`src/rtl/id_stage_if.sv`:
```
// id_stage_if: signal bundle around the instruction-decode stage.
//   Fetch side   : in_valid, in_ready, in_instr, flush
//   Register file: rf_a1, rf_a2 (read addresses), rf_rd1, rf_rd2 (read data)
//   Writeback    : wb_valid, wb_dest
//   Execute side : out_valid, out_ready, out_opa, out_opb, out_imm,
//                  out_aluop, out_use_imm, out_mem_rd, out_mem_wr,
//                  out_branch, out_reg_wr, out_dest
//   With ILLEGAL_OP_EN defined: out_illegal, err_sticky
// Modports: slave = the decode stage itself, master = surrounding pipeline.
interface id_stage_if #(
  parameter int unsigned DW = 16,
  parameter int unsigned AW = 3
);
  logic          in_valid;
  logic          in_ready;
  logic [DW-1:0] in_instr;
  logic          flush;

  logic [AW-1:0] rf_a1;
  logic [AW-1:0] rf_a2;
  logic [DW-1:0] rf_rd1;
  logic [DW-1:0] rf_rd2;

  logic          wb_valid;
  logic [AW-1:0] wb_dest;

  logic          out_valid;
  logic          out_ready;
  logic [DW-1:0] out_opa;
  logic [DW-1:0] out_opb;
  logic [DW-1:0] out_imm;
  logic [2:0]    out_aluop;
  logic          out_use_imm;
  logic          out_mem_rd;
  logic          out_mem_wr;
  logic          out_branch;
  logic          out_reg_wr;
  logic [AW-1:0] out_dest;
`ifdef ILLEGAL_OP_EN
  logic          out_illegal;
  logic          err_sticky;
`endif

  modport slave (
    input  in_valid, in_instr, flush,
    input  rf_rd1, rf_rd2,
    input  wb_valid, wb_dest,
    input  out_ready,
    output in_ready,
    output rf_a1, rf_a2,
    output out_valid, out_opa, out_opb, out_imm, out_aluop, out_use_imm,
    output out_mem_rd, out_mem_wr, out_branch, out_reg_wr, out_dest
`ifdef ILLEGAL_OP_EN
    , output out_illegal, err_sticky
`endif
  );

  modport master (
    output in_valid, in_instr, flush,
    output rf_rd1, rf_rd2,
    output wb_valid, wb_dest,
    output out_ready,
    input  in_ready,
    input  rf_a1, rf_a2,
    input  out_valid, out_opa, out_opb, out_imm, out_aluop, out_use_imm,
    input  out_mem_rd, out_mem_wr, out_branch, out_reg_wr, out_dest
`ifdef ILLEGAL_OP_EN
    , input out_illegal, err_sticky
`endif
  );
endinterface

```
`src/rtl/id_stage.sv`:
```
// id_stage: instruction-decode pipeline stage in front of an 8x16 register
// file. Decodes a 16-bit instruction, drives the register file read
// addresses combinationally, captures operands/immediate/controls into the
// ID/EX register and hands it to execute over a valid/ready handshake.
// A busy-bit scoreboard of in-flight destinations stalls read-after-write
// hazards.
//
// Ports:
//   clk  - clock, all state on posedge
//   rst  - synchronous active-high reset
//   bus  - id_stage_if.slave (fetch, register file, writeback, execute)
//
// Instruction: op[15:12] ra[11:9] rb[8:6] rc[5:3] imm6[5:0]
//
// Optional build macro ILLEGAL_OP_EN: adds out_illegal (opcodes 9-15) and
// err_sticky (set on accepting an illegal op, cleared only by rst).
module id_stage #(
  parameter int unsigned DW   = 16,
  parameter int unsigned AW   = 3,
  parameter int unsigned NREG = 8
) (
  input logic       clk,
  input logic       rst,
  id_stage_if.slave bus
);

  typedef enum logic [3:0] {
    OP_ADD  = 4'd0,
    OP_SUB  = 4'd1,
    OP_AND  = 4'd2,
    OP_OR   = 4'd3,
    OP_ADDI = 4'd4,
    OP_LW   = 4'd5,
    OP_SW   = 4'd6,
    OP_BEQ  = 4'd7
  } opcode_e;

  typedef enum logic [2:0] {
    ALU_ADD = 3'd0,
    ALU_SUB = 3'd1,
    ALU_AND = 3'd2,
    ALU_OR  = 3'd3
  } alu_e;

  typedef struct packed {
    logic [DW-1:0] opa;
    logic [DW-1:0] opb;
    logic [DW-1:0] imm;
    logic [2:0]    aluop;
    logic          use_imm;
    logic          mem_rd;
    logic          mem_wr;
    logic          branch;
    logic          reg_wr;
    logic [AW-1:0] dest;
`ifdef ILLEGAL_OP_EN
    logic          illegal;
`endif
  } idex_t;

  // ---------------------------------------------------------------- decode
  logic [3:0]    op;
  logic [AW-1:0] ra, rb, rc;
  logic          use1, use2, src2_is_ra, wr_op;
  idex_t         dec;

  assign op = bus.in_instr[15:12];
  assign ra = bus.in_instr[11:9];
  assign rb = bus.in_instr[8:6];
  assign rc = bus.in_instr[5:3];

  always_comb begin
    use1       = 1'b0;
    use2       = 1'b0;
    src2_is_ra = 1'b0;
    wr_op      = 1'b0;
    dec        = '0;
    case (op)
      OP_ADD:  begin use1 = 1'b1; use2 = 1'b1; wr_op = 1'b1; dec.aluop = ALU_ADD; end
      OP_SUB:  begin use1 = 1'b1; use2 = 1'b1; wr_op = 1'b1; dec.aluop = ALU_SUB; end
      OP_AND:  begin use1 = 1'b1; use2 = 1'b1; wr_op = 1'b1; dec.aluop = ALU_AND; end
      OP_OR:   begin use1 = 1'b1; use2 = 1'b1; wr_op = 1'b1; dec.aluop = ALU_OR;  end
      OP_ADDI: begin
        use1 = 1'b1; wr_op = 1'b1; dec.use_imm = 1'b1; dec.aluop = ALU_ADD;
      end
      OP_LW: begin
        use1 = 1'b1; wr_op = 1'b1; dec.use_imm = 1'b1; dec.mem_rd = 1'b1;
        dec.aluop = ALU_ADD;
      end
      OP_SW: begin
        use1 = 1'b1; use2 = 1'b1; src2_is_ra = 1'b1; dec.mem_wr = 1'b1;
        dec.aluop = ALU_ADD;
      end
      // Branch compares by subtraction in execute.
      OP_BEQ: begin
        use1 = 1'b1; use2 = 1'b1; src2_is_ra = 1'b1; dec.branch = 1'b1;
        dec.aluop = ALU_SUB;
      end
      default: ;
    endcase
    dec.opa    = bus.rf_rd1;
    dec.opb    = bus.rf_rd2;
    dec.imm    = {{(DW-6){bus.in_instr[5]}}, bus.in_instr[5:0]};
    // r0 is hard zero: a write to it is dropped at decode.
    dec.reg_wr = wr_op && (ra != '0);
    dec.dest   = dec.reg_wr ? ra : '0;
`ifdef ILLEGAL_OP_EN
    dec.illegal = (op > 4'd8);
`endif
  end

  // Read addresses follow in_instr regardless of in_valid.
  assign bus.rf_a1 = rb;
  assign bus.rf_a2 = src2_is_ra ? ra : rc;

  // ------------------------------------------------------------ state regs
  idex_t            idex_q, idex_d;
  logic             valid_q, valid_d;
  logic [NREG-1:0]  busy_q, busy_d;

  // ---------------------------------------------------------------- hazard
  logic haz1, haz2, hazard, accept, out_fire;

  // A source is clear when its pending write commits this cycle: the register
  // file writes on negedge, so rf_rd* is valid before the capturing posedge.
  always_comb begin
    haz1 = use1 && (bus.rf_a1 != '0) &&
           ((busy_q[bus.rf_a1] && !(bus.wb_valid && (bus.wb_dest == bus.rf_a1))) ||
            (valid_q && idex_q.reg_wr && (idex_q.dest == bus.rf_a1)));
    haz2 = use2 && (bus.rf_a2 != '0) &&
           ((busy_q[bus.rf_a2] && !(bus.wb_valid && (bus.wb_dest == bus.rf_a2))) ||
            (valid_q && idex_q.reg_wr && (idex_q.dest == bus.rf_a2)));
    hazard = haz1 || haz2;
  end

  assign bus.in_ready = !rst && !bus.flush && !hazard && (!valid_q || bus.out_ready);
  assign accept       = bus.in_valid && bus.in_ready;
  // A flushed entry is killed, so it never counts as handed to execute.
  assign out_fire     = valid_q && bus.out_ready && !bus.flush;

  // ------------------------------------------------------------ scoreboard
  always_comb begin
    busy_d = busy_q;
    if (bus.wb_valid) busy_d[bus.wb_dest] = 1'b0;
    // Applied after the clear so a same-cycle set wins.
    if (out_fire && idex_q.reg_wr) busy_d[idex_q.dest] = 1'b1;
    busy_d[0] = 1'b0;
  end

  // -------------------------------------------------------------- ID/EX reg
  always_comb begin
    valid_d = valid_q;
    idex_d  = idex_q;
    if (bus.flush) begin
      valid_d = 1'b0;
    end else if (accept) begin
      valid_d = 1'b1;
      idex_d  = dec;
    end else if (bus.out_ready) begin
      valid_d = 1'b0;
    end
  end

  always_ff @(posedge clk) begin
    if (rst) begin
      valid_q <= 1'b0;
      idex_q  <= '0;
      busy_q  <= '0;
    end else begin
      valid_q <= valid_d;
      idex_q  <= idex_d;
      busy_q  <= busy_d;
    end
  end

`ifdef ILLEGAL_OP_EN
  logic err_q, err_d;

  assign err_d = err_q || (accept && dec.illegal);

  always_ff @(posedge clk) begin
    if (rst) err_q <= 1'b0;
    else     err_q <= err_d;
  end

  assign bus.out_illegal = idex_q.illegal;
  assign bus.err_sticky  = err_q;
`endif

  // ---------------------------------------------------------------- outputs
  assign bus.out_valid   = valid_q;
  assign bus.out_opa     = idex_q.opa;
  assign bus.out_opb     = idex_q.opb;
  assign bus.out_imm     = idex_q.imm;
  assign bus.out_aluop   = idex_q.aluop;
  assign bus.out_use_imm = idex_q.use_imm;
  assign bus.out_mem_rd  = idex_q.mem_rd;
  assign bus.out_mem_wr  = idex_q.mem_wr;
  assign bus.out_branch  = idex_q.branch;
  assign bus.out_reg_wr  = idex_q.reg_wr;
  assign bus.out_dest    = idex_q.dest;

endmodule

```
`src/flat_wrapper.sv`:
```
// flat-port wrapper written by rule: the top's interface ports become plain ports
module id_stage_flat 
#(
  parameter int unsigned DW   = 16,
  parameter int unsigned AW   = 3,
  parameter int unsigned NREG = 8
)
  (clk, rst, bus_in_valid, bus_in_instr, bus_flush, bus_rf_rd1, bus_rf_rd2, bus_wb_valid, bus_wb_dest, bus_out_ready, bus_in_ready, bus_rf_a1, bus_rf_a2, bus_out_valid, bus_out_opa, bus_out_opb, bus_out_imm, bus_out_aluop, bus_out_use_imm, bus_out_mem_rd, bus_out_mem_wr, bus_out_branch, bus_out_reg_wr, bus_out_dest);
  id_stage_if #(.DW(DW), .AW(AW)) bus_i ();
  input logic clk;
  input logic rst;
  input wire logic [$bits(bus_i.in_valid)-1:0] bus_in_valid;
  input wire logic [$bits(bus_i.in_instr)-1:0] bus_in_instr;
  input wire logic [$bits(bus_i.flush)-1:0] bus_flush;
  input wire logic [$bits(bus_i.rf_rd1)-1:0] bus_rf_rd1;
  input wire logic [$bits(bus_i.rf_rd2)-1:0] bus_rf_rd2;
  input wire logic [$bits(bus_i.wb_valid)-1:0] bus_wb_valid;
  input wire logic [$bits(bus_i.wb_dest)-1:0] bus_wb_dest;
  input wire logic [$bits(bus_i.out_ready)-1:0] bus_out_ready;
  output wire logic [$bits(bus_i.in_ready)-1:0] bus_in_ready;
  output wire logic [$bits(bus_i.rf_a1)-1:0] bus_rf_a1;
  output wire logic [$bits(bus_i.rf_a2)-1:0] bus_rf_a2;
  output wire logic [$bits(bus_i.out_valid)-1:0] bus_out_valid;
  output wire logic [$bits(bus_i.out_opa)-1:0] bus_out_opa;
  output wire logic [$bits(bus_i.out_opb)-1:0] bus_out_opb;
  output wire logic [$bits(bus_i.out_imm)-1:0] bus_out_imm;
  output wire logic [$bits(bus_i.out_aluop)-1:0] bus_out_aluop;
  output wire logic [$bits(bus_i.out_use_imm)-1:0] bus_out_use_imm;
  output wire logic [$bits(bus_i.out_mem_rd)-1:0] bus_out_mem_rd;
  output wire logic [$bits(bus_i.out_mem_wr)-1:0] bus_out_mem_wr;
  output wire logic [$bits(bus_i.out_branch)-1:0] bus_out_branch;
  output wire logic [$bits(bus_i.out_reg_wr)-1:0] bus_out_reg_wr;
  output wire logic [$bits(bus_i.out_dest)-1:0] bus_out_dest;
  assign bus_i.in_valid = bus_in_valid;
  assign bus_i.in_instr = bus_in_instr;
  assign bus_i.flush = bus_flush;
  assign bus_i.rf_rd1 = bus_rf_rd1;
  assign bus_i.rf_rd2 = bus_rf_rd2;
  assign bus_i.wb_valid = bus_wb_valid;
  assign bus_i.wb_dest = bus_wb_dest;
  assign bus_i.out_ready = bus_out_ready;
  assign bus_in_ready = bus_i.in_ready;
  assign bus_rf_a1 = bus_i.rf_a1;
  assign bus_rf_a2 = bus_i.rf_a2;
  assign bus_out_valid = bus_i.out_valid;
  assign bus_out_opa = bus_i.out_opa;
  assign bus_out_opb = bus_i.out_opb;
  assign bus_out_imm = bus_i.out_imm;
  assign bus_out_aluop = bus_i.out_aluop;
  assign bus_out_use_imm = bus_i.out_use_imm;
  assign bus_out_mem_rd = bus_i.out_mem_rd;
  assign bus_out_mem_wr = bus_i.out_mem_wr;
  assign bus_out_branch = bus_i.out_branch;
  assign bus_out_reg_wr = bus_i.out_reg_wr;
  assign bus_out_dest = bus_i.out_dest;
  id_stage #(.DW(DW), .AW(AW), .NREG(NREG)) u_core (.clk(clk), .rst(rst), .bus(bus_i));
endmodule
```
`config.mk`:
```
export PLATFORM = sky130hd
export DESIGN_NAME = id_stage_flat
export DESIGN_NICKNAME = d
export VERILOG_FILES = /design/src/rtl/id_stage_if.sv /design/src/rtl/id_stage.sv /design/src/flat_wrapper.sv
export SDC_FILE = /design/constraint.sdc
export NUM_CORES = 1
export LEC_CHECK = 0
export CORE_AREA = 10 10 95 97
export CTS_CLUSTER_SIZE = 30
export DETAILED_ROUTE_END_ITERATION = 8
export DIE_AREA = 0 0 105 107
export PLACE_DENSITY = 0.79
export SYNTH_ARGS = -nofsm -noshare
export SYNTH_HDL_FRONTEND = slang
export SYNTH_SLANG_ARGS = --single-unit
export TNS_END_PERCENT = 50
```
`constraint.sdc`:
```
create_clock -name clk -period 3.16 [get_ports clk]
set_input_delay 0.632 -clock clk [delete_from_list [all_inputs] [get_ports clk]]
set_output_delay 0.632 -clock clk [all_outputs]
set_load 0.01 [all_outputs]
```
Yosys cells after proc, flatten, opt, wreduce, memory -nomap -nowiden
Cells that the tools add are included.
{ "classes": {"order_cmp": 6, "n_eq_ne": 11, "mux": 23, "n_bitwise": 4, "n_reduce_logical": 44} }
{ "ops": {"columns": ["cell", "count"], "rows": [
  ["logical AND 1 bit", 21],
  ["equality test 4 x 3 -> 1 bit (second input constant)", 4],
  ["less-than comparator 3 x 4 -> 1 bit (second input constant)", 4],
  ["2-to-1 mux 8 bit", 2],
  ["2-to-1 mux 1 bit", 14],
  ["equality test 3 bit", 4],
  ["OR reduction 6 bit", 2],
  ["nonzero test 3 bit", 3],
  ["AND 8 bit", 1],
  ["equality test 4 x 2 -> 1 bit (second input constant)", 2],
  ["inverter 8 bit", 1],
  ["OR 8 bit", 1],
  ["OR reduction 2 bit", 4],
  ["OR reduction 8 bit", 1],
  ["binary-select mux 1 bit (select 3 bit)", 2],
  ["demux 1 bit (select 3 bit)", 2],
  [">= comparator 3 x 1 -> 1 bit (second input constant)", 2],
  ["zero test 1 bit", 6],
  ["2-to-1 mux 3 bit", 2],
  ["case mux 2 bit (3 select lines)", 1],
  ["equality test 4 x 1 -> 1 bit (second input constant)", 1],
  ["zero test 4 bit", 1],
  ["logical OR 1 bit", 4],
  ["AND reduction 2 bit", 1],
  ["2 further kinds", 2]
]} }
{ "totals": {"ff_bits": 58, "out_inout_bits": 67, "word_cells": 101} }

Logic depth before layout (Yosys ltp)
Gate-level depths: netlist of the first run.
{ "logic_depth": {"word_depth": 16, "ltp_mapped": 10} }

Least setup slack after synthesis of the first run
OpenSTA, ideal clock, no wires.
{ "synth_timing": {"kind": "input to output", "startpoint": "in bus_in_instr[15]", "endpoint": "out bus_in_ready", "arrival_ns": 2.177, "slack_ns": 0.351, "cell_stages": 6, "n_path_buf": 1, "path_cell_list": "and3b_1 > buf_6 > mux2i_1 > a211oi_1 > or4_4 > o211a_1"} }
{ "synth_via": {"elab_chain_len": 14} }
{ "synth_rtl": {"columns": ["item", "line_no", "source"], "rows": [
  ["start: declaration", "flat_wrapper.sv:13", "input wire logic [$bits(bus_i.in_instr)-1:0] bus_in_instr;"],
  ["equality test 4 x 3 -> 1 bit", "id_stage.sv:78", "case (op)"],
  ["OR reduction 2 bit (no line) (*)", null, null],
  ["2-to-1 mux 1 bit (*)", "id_stage.sv:78", null],
  ["2-to-1 mux 3 bit (*)", "id_stage.sv:114", "assign bus.rf_a2 = src2_is_ra ? ra : rc;"],
  ["net bus_rf_a2[0]", "flat_wrapper.sv:22", "output wire logic [$bits(bus_i.rf_a2)-1:0] bus_rf_a2;"],
  ["parallel branches: the longest is 5 deep, another holds binary-select mux 1 bit (select 3 bit)", null, null],
  ["logical AND 1 bit (*)", "id_stage.sv:130", "haz2 = use2 && (bus.rf_a2 != '0) &&"],
  ["logical OR 1 bit (*)", "id_stage.sv:133", "hazard = haz1 || haz2;"],
  ["zero test 1 bit (*)", "id_stage.sv:136", "assign bus.in_ready = !rst && !bus.flush && !hazard && (!valid_q || bus.out_ready);"],
  ["logical AND 1 bit (*) (2 in a row)", "id_stage.sv:136", null],
  ["end: declaration", "flat_wrapper.sv:20", "output wire logic [$bits(bus_i.in_ready)-1:0] bus_in_ready;"]
]} }
Mark *: on every way through the listed nets, which the timed path passes. The select of a mux whose other input is x is not followed.

Final worst setup path of the first run
{ "layout_timing": {"startpoint": "in bus_in_instr[8]", "endpoint": "out bus_in_ready"} }
{ "layout_via": {"elab_chain_len": 10} }
{ "layout_rtl": {"columns": ["item", "line_no", "source"], "rows": [
  ["parallel branches: the longest is 5 deep, another holds binary-select mux 1 bit (select 3 bit)", null, null],
  ["logical AND 1 bit (*)", "id_stage.sv:127", "haz1 = use1 && (bus.rf_a1 != '0) &&"],
  ["logical OR 1 bit (*)", "id_stage.sv:133", null],
  ["zero test 1 bit (*)", "id_stage.sv:136", null],
  ["logical AND 1 bit (*) (2 in a row)", "id_stage.sv:136", null]
]} }
Every way passes the cells marked *. The select of a mux whose other input is x is not followed.

==> results of run 1 <==
[through the flow]
| stage | hold slack, ns | cell area, um^2 |
|---|---|---|
| after floorplan | 0.4815 | 3033 |
| after global placement | 0.4611 | 4522 |
| after detailed placement | 0.4708 | 4522 |
| after CTS | 0.4888 | 4678 |
| after global routing | 0.5097 | 4731 |
| final | 0.4850 | 4731 |
[timing repair]
item / in CTS / in global routing
setup buffers: 3 / 1
resized for setup: 16 / 8
setup endpoints to repair: 2 / 1
hold buffers: 0 / 0
pin swaps: 5 / 5
[Yosys cell counts, types with 2 or more instances]
cell                        instances
sky130_fd_sc_hd__nor2_1            15
sky130_fd_sc_hd__a211oi_1           2
sky130_fd_sc_hd__nand3b_1           3
sky130_fd_sc_hd__nand4b_1           2
sky130_fd_sc_hd__nor4b_1            2
sky130_fd_sc_hd__a211o_1            2
sky130_fd_sc_hd__buf_4             14
sky130_fd_sc_hd__buf_6              5
sky130_fd_sc_hd__xnor2_1            4
sky130_fd_sc_hd__a32oi_1            2
sky130_fd_sc_hd__mux2_1             4
sky130_fd_sc_hd__nand2b_1          15
sky130_fd_sc_hd__nor4_1             2
sky130_fd_sc_hd__or4b_2             2
sky130_fd_sc_hd__buf_1              2
sky130_fd_sc_hd__nor2b_1           46
sky130_fd_sc_hd__buf_2              2
sky130_fd_sc_hd__o31ai_1            2
sky130_fd_sc_hd__inv_1              6
sky130_fd_sc_hd__nand2_1           11
sky130_fd_sc_hd__mux2_2            36
sky130_fd_sc_hd__a22oi_1            6
sky130_fd_sc_hd__mux2i_1           16
sky130_fd_sc_hd__nand3_1            6
sky130_fd_sc_hd__mux4_2             2
sky130_fd_sc_hd__o2111ai_1          2
sky130_fd_sc_hd__clkbuf_1          12
sky130_fd_sc_hd__o211a_1            2
sky130_fd_sc_hd__a2111oi_1          2
sky130_fd_sc_hd__nand4_1            2
sky130_fd_sc_hd__dfxtp_1           56
sky130_fd_sc_hd__nor3_1             2
[layout make-up]
type                       instances  area share [%]
antenna                            1         0.05290
clock buffer                       5           1.455
clock inverter                     3          0.9786
inverter                           6          0.4761
multi-input combinational        208           36.23
sequential                        56           23.70
tap                               99           2.618
timing repair buffer             175           34.49
[path summary, 6_finish.rpt]
check	slack (ns)	depth (start not counted)	endpoint
worst max-delay path	0.05	7	bus_in_ready
worst min-delay path	0.48	2	u_core.bus.out_aluop[1]
worst max register to register	0.57	9	u_core.bus.out_opa[3]
worst min register to register	0.48	2	u_core.bus.out_aluop[1]
[cell families after synthesis]
family | after synthesis
and+or+nand+nor | 116
muxes | 58
DFF | 56
buffers and inverters | 42
AOI/OAI and AO/OA | 28
xor gates and xnor gates | 5
other | 1
[sequential cells by signal (all words and copies together) (netlist names)]
name and count:
u_core.bus.out_reg_wr 1, u_core.bus.out_branch 1, u_core.bus.out_aluop 2, u_core.bus.out_mem_wr 1, u_core.bus.out_opb 16, u_core.bus.out_opa 16, u_core.bus.out_mem_rd 1, u_core.bus.out_valid 1
u_core.busy_q 7, u_core.bus.out_imm 6, u_core.bus.out_dest 3, u_core.bus.out_use_imm 1
[routing by layer]
layer / track usage, % / vias up
li1: - / 1348
met1: 17.22 / 1328
met2: 28.40 / 98
met3: 8.503 / 12
met4: 4.412 / 0
met5: 0 / -
[layout by cell type (no fill, tap or decap), types with 3 or more instances in the layout]
cell and n:
sky130_fd_sc_hd__nand2_1 11, sky130_fd_sc_hd__mux2_2 36, sky130_fd_sc_hd__nand3b_1 3, sky130_fd_sc_hd__dlygate4sd2_1 6, sky130_fd_sc_hd__clkbuf_8 5, sky130_fd_sc_hd__a22oi_1 6, sky130_fd_sc_hd__dfxtp_1 56, sky130_fd_sc_hd__xnor2_1 4
sky130_fd_sc_hd__clkdlybuf4s50_1 112, sky130_fd_sc_hd__nand2b_1 15, sky130_fd_sc_hd__nor2_1 15, sky130_fd_sc_hd__mux2_1 4, sky130_fd_sc_hd__mux2i_1 15, sky130_fd_sc_hd__inv_1 6, sky130_fd_sc_hd__nor2b_1 45, sky130_fd_sc_hd__buf_4 51
sky130_fd_sc_hd__nand3_1 6
[tightest hold or removal path, cell delays in order, from the launching register on]
cell and delay (ns):
sky130_fd_sc_hd__dfxtp_1 0.33, sky130_fd_sc_hd__nand2b_1 0.06, sky130_fd_sc_hd__mux2i_1 0.06
[power by group through the flow]
| stage | logic, W | clock network, W | registers [W] |
|---|---|---|---|
| final | 0.000376 | 0.000493 | 0.000751 |
| after global placement | 0.000364 | 0 | 0.000765 |
| after CTS | 0.000374 | 0.000507 | 0.000751 |
| after floorplan | 0.000146 | 0 | 0.000780 |
| after detailed placement | 0.000371 | 0 | 0.000767 |
| after global routing | 0.000404 | 0.000534 | 0.000755 |
==> metrics, run 1 <==
Via density=5.038; sum of met3 wire segment lengths after detailed routing=1.057 mm; synthesized area per cell=9.911 um^2; Boundary Pins=124; Root Driver=sky130_fd_sc_hd__clkbuf_8; Remaining Overflow, GRT=0; Routed Antenna Nets=0; CP Data Arrival Time=2.48 ns; total of flip-flops plus latches after synthesis=56; maximum clock insertion buffer count=2; Max Clock Freq=0.3217 GHz; sort of element at the end of the critical path=output pin; required time reported for the critical path endpoint=2.53 ns; maximum number of pins on one net before global-route repair=62; placed cells=540; number of DRC markers in iteration 0=172; routed length on met2=4.632 mm; area occupied by multi-input gates=0.001714 mm^2; overall power consumption=0.001620 W; worst relative slew slack=40.48%; TritonCTS clock tree=built; level count of the clock H-tree=2; kind of start point of the critical path=input port; routed wirelength normalized by instance count=17.30 um; final-stage net count=509; maximum vdd drop=0.1970 mV; combinational family with the most area after synthesis=simple AND/OR/NAND/NOR gates; post-layout worst setup margin=0.05198 ns; first-pass GRT wire length=15.23 mm; Max FO, Critical Path=2; clock network fraction of design power=30.5%; delay-heaviest family, CP=compound AO/OA/AOI/OAI gates; cts bufs inserted=5; total wire length=9.569 mm; Starting Density=42.50%; die span in y=107 um; worst path bufs/invs=2; Residual DRC=0; number of sinks handled by clock tree synthesis=56; Chip Width=105 um; number of enable flip-flop cells after synthesis=0; global placer's final weighted congestion=0.9068; count of input and output buffers=122; Placeable Area=0.007137 mm^2; detailed-routing iteration count for the pre-antenna-repair pass=4; slew at the pin closest to its max-slew limit=0.8807 ns; cell chain of the critical path=clkdlybuf4s50_1 -> or3b_1 -> a211o_1 -> a2111oi_4 -> nor3_2 -> o211a_1 -> buf_2; setup violators final=0; minimum setup slack after placement=-0.6032 ns; Row Count=31; clk_lat worst skew=0.31 ns; hpwl dp=7.380 mm; area of all sequential standard cells=0.001121 mm^2; internal power summed over all cells=0.001206 W; sequential cell area fraction in the yosys report=36.96%; xor/xnor cell area share of the yosys netlist=1.444%; class of the most critical hold timing path=register to register; Final Instance Count excl. Fillers=553; adder and majority gate portion of the synthesized area=0%; switching power total=0.0004142 W; pwr dens=342.5 mW/mm^2; global-route usage over all layers=16.41%; fraction of the mapped netlist area in compound gates=8.045%; Final Core Density=66.29%; cells taking the most area after synthesis=sky130_fd_sc_hd__dfxtp_1 (37%), sky130_fd_sc_hd__mux2_2 (13%), sky130_fd_sc_hd__nor2b_1 (9.5%); cell leakage power=1.941 nW; start of the worst register-to-register path=u_core.bus.out_dest[1]; delay of the slowest cell on the worst path=0.46 ns; simple logic cell fraction of the synthesized area=23.02%; kind of critical path=input port to output pin; Max Used Layer=met4; number of global-route vias before repair=2929; total of max-cap violations=0; number of fill cells in the layout=616; setup_tns=0 ns; number of antenna violations at the first check in global routing=1; total via count after detailed routing=2786; Synth warnings=0; primary flip-flop cell chosen by synthesis mapping=sky130_fd_sc_hd__dfxtp_1; Syn-to-layout area delta=55.98%; Reg clk slew, reported paths=0.11 ns; net count after synthesis=363; hold wc startpoint=u_core.bus.out_aluop[1]; layout cell share with drive strength beyond 1=25.17%; leading area contributor after synthesis=sky130_fd_sc_hd__dfxtp_1; post-route minimum period=3.108 ns; portion of netlist area occupied by mux cells=21.62%; largest clock skew in the final design=0.006548 ns; logic gate share of total power=23.2%; result of the run=completed; M1 WL=3.762 mm; Period Utilization, post-route=98.36%; Distinct cells, synth=51; floorplan die area=0.01124 mm^2; share of Yosys cell area claimed by the top area cell type=36.96%; final hold violation count=0; share of total power in sequential cells=46.3%; CP max-delay cell=sky130_fd_sc_hd__clkdlybuf4s50_1; number of max-slew violations in the final report=0; synthesized area=0.003033 mm^2; Post-Synthesis Cells=306; Net Sw Frac=25.56%; timing startpoint of the critical path=bus_in_instr[8]; async set or reset register ratio after synthesis=0%
(Power assumes the default switching activity.)
==> run 2, diff against run 1 <==
ABC_AREA = 1   (was not set)
==> metrics, run 2 <==
result of the run=completed (unchanged); post-layout worst setup margin=0.2012 ns (was 0.05198 ns); global-route usage over all layers=16.54% (was 16.41%); maximum vdd drop=0.2300 mV (was 0.1970 mV); Period Utilization, post-route=93.63% (was 98.36%); largest clock skew in the final design=0.01179 ns (was 0.006548 ns); Row Count=31 (unchanged); setup violators final=0 (unchanged); cts bufs inserted=5 (unchanged); Root Driver=sky130_fd_sc_hd__clkbuf_8 (unchanged); hpwl dp=7.470 mm (was 7.380 mm); Reg clk slew, reported paths=0.09 ns (was 0.11 ns); floorplan die area=0.01124 mm^2 (unchanged); detailed-routing iteration count for the pre-antenna-repair pass=5 (was 4); pwr dens=352.1 mW/mm^2 (was 342.5 mW/mm^2); layout cell share with drive strength beyond 1=8.039% (was 25.17%); clk_lat worst skew=0.31 ns (about the same); kind of critical path=input port to output pin (unchanged); worst relative slew slack=49.91% (was 40.48%); area of all sequential standard cells=0.001121 mm^2 (unchanged); Syn-to-layout area delta=49.96% (was 55.98%); Residual DRC=0 (unchanged); Distinct cells, synth=25 (was 51); setup repair after global routing missed its margin=no; required time reported for the critical path endpoint=2.53 ns (about the same); placement-stage cell area=0.004384 mm^2 (was 0.004522 mm^2); kind of start point of the critical path=input port (unchanged); Routed Antenna Nets=0 (unchanged); Placeable Area=0.007137 mm^2 (unchanged); synthesized area=0.002998 mm^2 (was 0.003033 mm^2); share of Yosys cell area claimed by the top area cell type=37.40% (was 36.96%); Starting Density=42.01% (was 42.50%); sort of element at the end of the critical path=output pin (unchanged); sequential cell area fraction in the yosys report=37.40% (was 36.96%); post-route design area=0.004496 mm^2 (was 0.004731 mm^2); global placer's final weighted congestion=0.9142 (was 0.9068); primary flip-flop cell chosen by synthesis mapping=sky130_fd_sc_hd__dfxtp_1 (unchanged); Boundary Pins=124 (unchanged); top post-synthesis cells by count=sky130_fd_sc_hd__nand2_1 (142), sky130_fd_sc_hd__nor2_1 (103), sky130_fd_sc_hd__inv_1 (78) (was sky130_fd_sc_hd__dfxtp_1 (56), sky130_fd_sc_hd__nor2b_1 (46), sky130_fd_sc_hd__mux2_2 (36)); Max Clock Freq=0.3380 GHz (was 0.3217 GHz); number of antenna violations at the first check in global routing=0 (was 1); total wire length=9.474 mm (was 9.569 mm); final-stage net count=678 (was 509); number of fill cells in the layout=671 (was 616); maximum clock insertion buffer count=2 (unchanged); CP Data Arrival Time=2.33 ns (was 2.48 ns); minimum setup slack after placement=-0.2469 ns (was -0.6032 ns); cells taking the most area after synthesis=sky130_fd_sc_hd__dfxtp_1 (37%), sky130_fd_sc_hd__nand2_1 (18%), sky130_fd_sc_hd__nor2_1 (13%) (was sky130_fd_sc_hd__dfxtp_1 (37%), sky130_fd_sc_hd__mux2_2 (13%), sky130_fd_sc_hd__nor2b_1 (9.5%)); dominant cell by count in the synthesized netlist=sky130_fd_sc_hd__nand2_1 (was sky130_fd_sc_hd__dfxtp_1); final hold violation count=0 (unchanged); die span in y=107 um (unchanged); number of sinks handled by clock tree synthesis=56 (unchanged); Chip Width=105 um (unchanged); Max FO, Critical Path=7 (was 2); hold path depth=2 (unchanged); routed wirelength normalized by instance count=13.14 um (was 17.30 um); commonest non-fill, non-tap cell in the layout=sky130_fd_sc_hd__nand2_1 (was sky130_fd_sc_hd__clkdlybuf4s50_1); Final Core Density=62.99% (was 66.29%); total of max-cap violations=0 (unchanged); TritonCTS clock tree=built (unchanged); Via density=4.693 (was 5.038); Remaining Overflow, GRT=0 (unchanged); net count after synthesis=550 (was 363); area occupied by multi-input gates=0.001375 mm^2 (was 0.001714 mm^2); total via count after detailed routing=3384 (was 2786); first-pass GRT wire length=15.64 mm (was 15.23 mm); synthesized area per cell=6.081 um^2 (was 9.911 um^2); top library cells by usage in the layout, fill and taps aside=sky130_fd_sc_hd__nand2_1 (140), sky130_fd_sc_hd__clkdlybuf4s50_1 (119), sky130_fd_sc_hd__nor2_1 (102) (was sky130_fd_sc_hd__clkdlybuf4s50_1 (112), sky130_fd_sc_hd__dfxtp_1 (56), sky130_fd_sc_hd__buf_4 (51)); depth of the worst register-to-register path=12 (was 9); class of the most critical hold timing path=register to register (unchanged); Post-Synthesis Cells=493 (was 306); Synth warnings=0 (unchanged); count of input and output buffers=122 (unchanged); async set or reset register ratio after synthesis=0% (unchanged); total of flip-flops plus latches after synthesis=56 (unchanged); number of DRC markers in iteration 0=224 (was 172); leading area contributor after synthesis=sky130_fd_sc_hd__dfxtp_1 (unchanged); slew at the pin closest to its max-slew limit=0.7457 ns (was 0.8807 ns); number of global-route vias before repair=3265 (was 2929); level count of the clock H-tree=2 (unchanged); maximum number of pins on one net before global-route repair=56 (was 62); number of max-slew violations in the final report=0 (unchanged); cell leakage power=2.191 nW (was 1.941 nW); number of enable flip-flop cells after synthesis=0 (unchanged); post-route minimum period=2.959 ns (was 3.108 ns); number of inserted diodes=0 (was 1)
run 2: repair_timing:
action | 4_1_cts | 5_1_grt
pin swaps | 0 | 1
hold buffers | 0 | 0
setup buffers | 0 | 2
setup endpoints to repair | 1 | 1
resized for setup | 4 | 4
run 2: power by group:
group | leakage, nW | internal (W) | switching [W] | total, W
registers | 0.456 | 0.000739 | 0.0000226 | 0.000762
logic | 1.68 | 0.000216 | 0.000190 | 0.000406
clock network | 0.0516 | 0.000180 | 0.000235 | 0.000415
run 2: layer usage:
metal  part of all wire (%)  track usage, %
met4                    3.2           8.627
met1                     41           19.12
met5                      0               0
met3                    6.8           4.551
met2                     49           27.50
run 2: area by class of cell:
cell class / instances / area share [%]
timing repair buffer: 154 / 32.90
multi-input combinational: 324 / 30.59
sequential: 56 / 24.94
inverter: 80 / 6.680
tap: 99 / 2.755
clock buffer: 6 / 1.837
clock inverter: 2 / 0.3062
run 2: cell families (layout without fill, tap and decap cells):
family / after synthesis / count (layout) / share of synthesized area [%]
simple gates: 288 / 288 / 38.94
buf+inv: 113 / 242 / 16.99
flops: 56 / 56 / 37.40
compound gates: 34 / 34 / 6.261
other cells: 1 / 1 / 0.1251
xor+xnor: 1 / 1 / 0.2922
run 2: critical path, cell delays in order:
cell	delay (ns)
sky130_fd_sc_hd__clkdlybuf4s50_1	0.44
sky130_fd_sc_hd__inv_2	0.11
sky130_fd_sc_hd__nand4_1	0.19
sky130_fd_sc_hd__nand2_2	0.20
sky130_fd_sc_hd__buf_4	0.13
sky130_fd_sc_hd__buf_4	0.09
sky130_fd_sc_hd__clkdlybuf4s50_1	0.54
run 2: worst paths after layout:
kind | from | to | slack [ns]
worst max register to register | u_core.bus.out_dest[0] | u_core.bus.out_opb[7] | 1.02
worst min-delay path | u_core.busy_q[3] | u_core.busy_q[3] | 0.50
worst max-delay path | bus_in_instr[15] | bus_rf_a2[0] | 0.20
worst min register to register | u_core.busy_q[3] | u_core.busy_q[3] | 0.50
run 2: stage by stage:
step	hold slack, ns	power (W)	TNS [ns]	cells
CTS	0.5038	0.001600	0	719
global placement	0.4749	0.001174	-0.1747	711
finish	0.5001	0.001583	0	721
detailed placement	0.4907	0.001183	-0.2469	711
floorplan	0.4540	0.0009606	0	493
global route	0.5500	0.001682	0	721
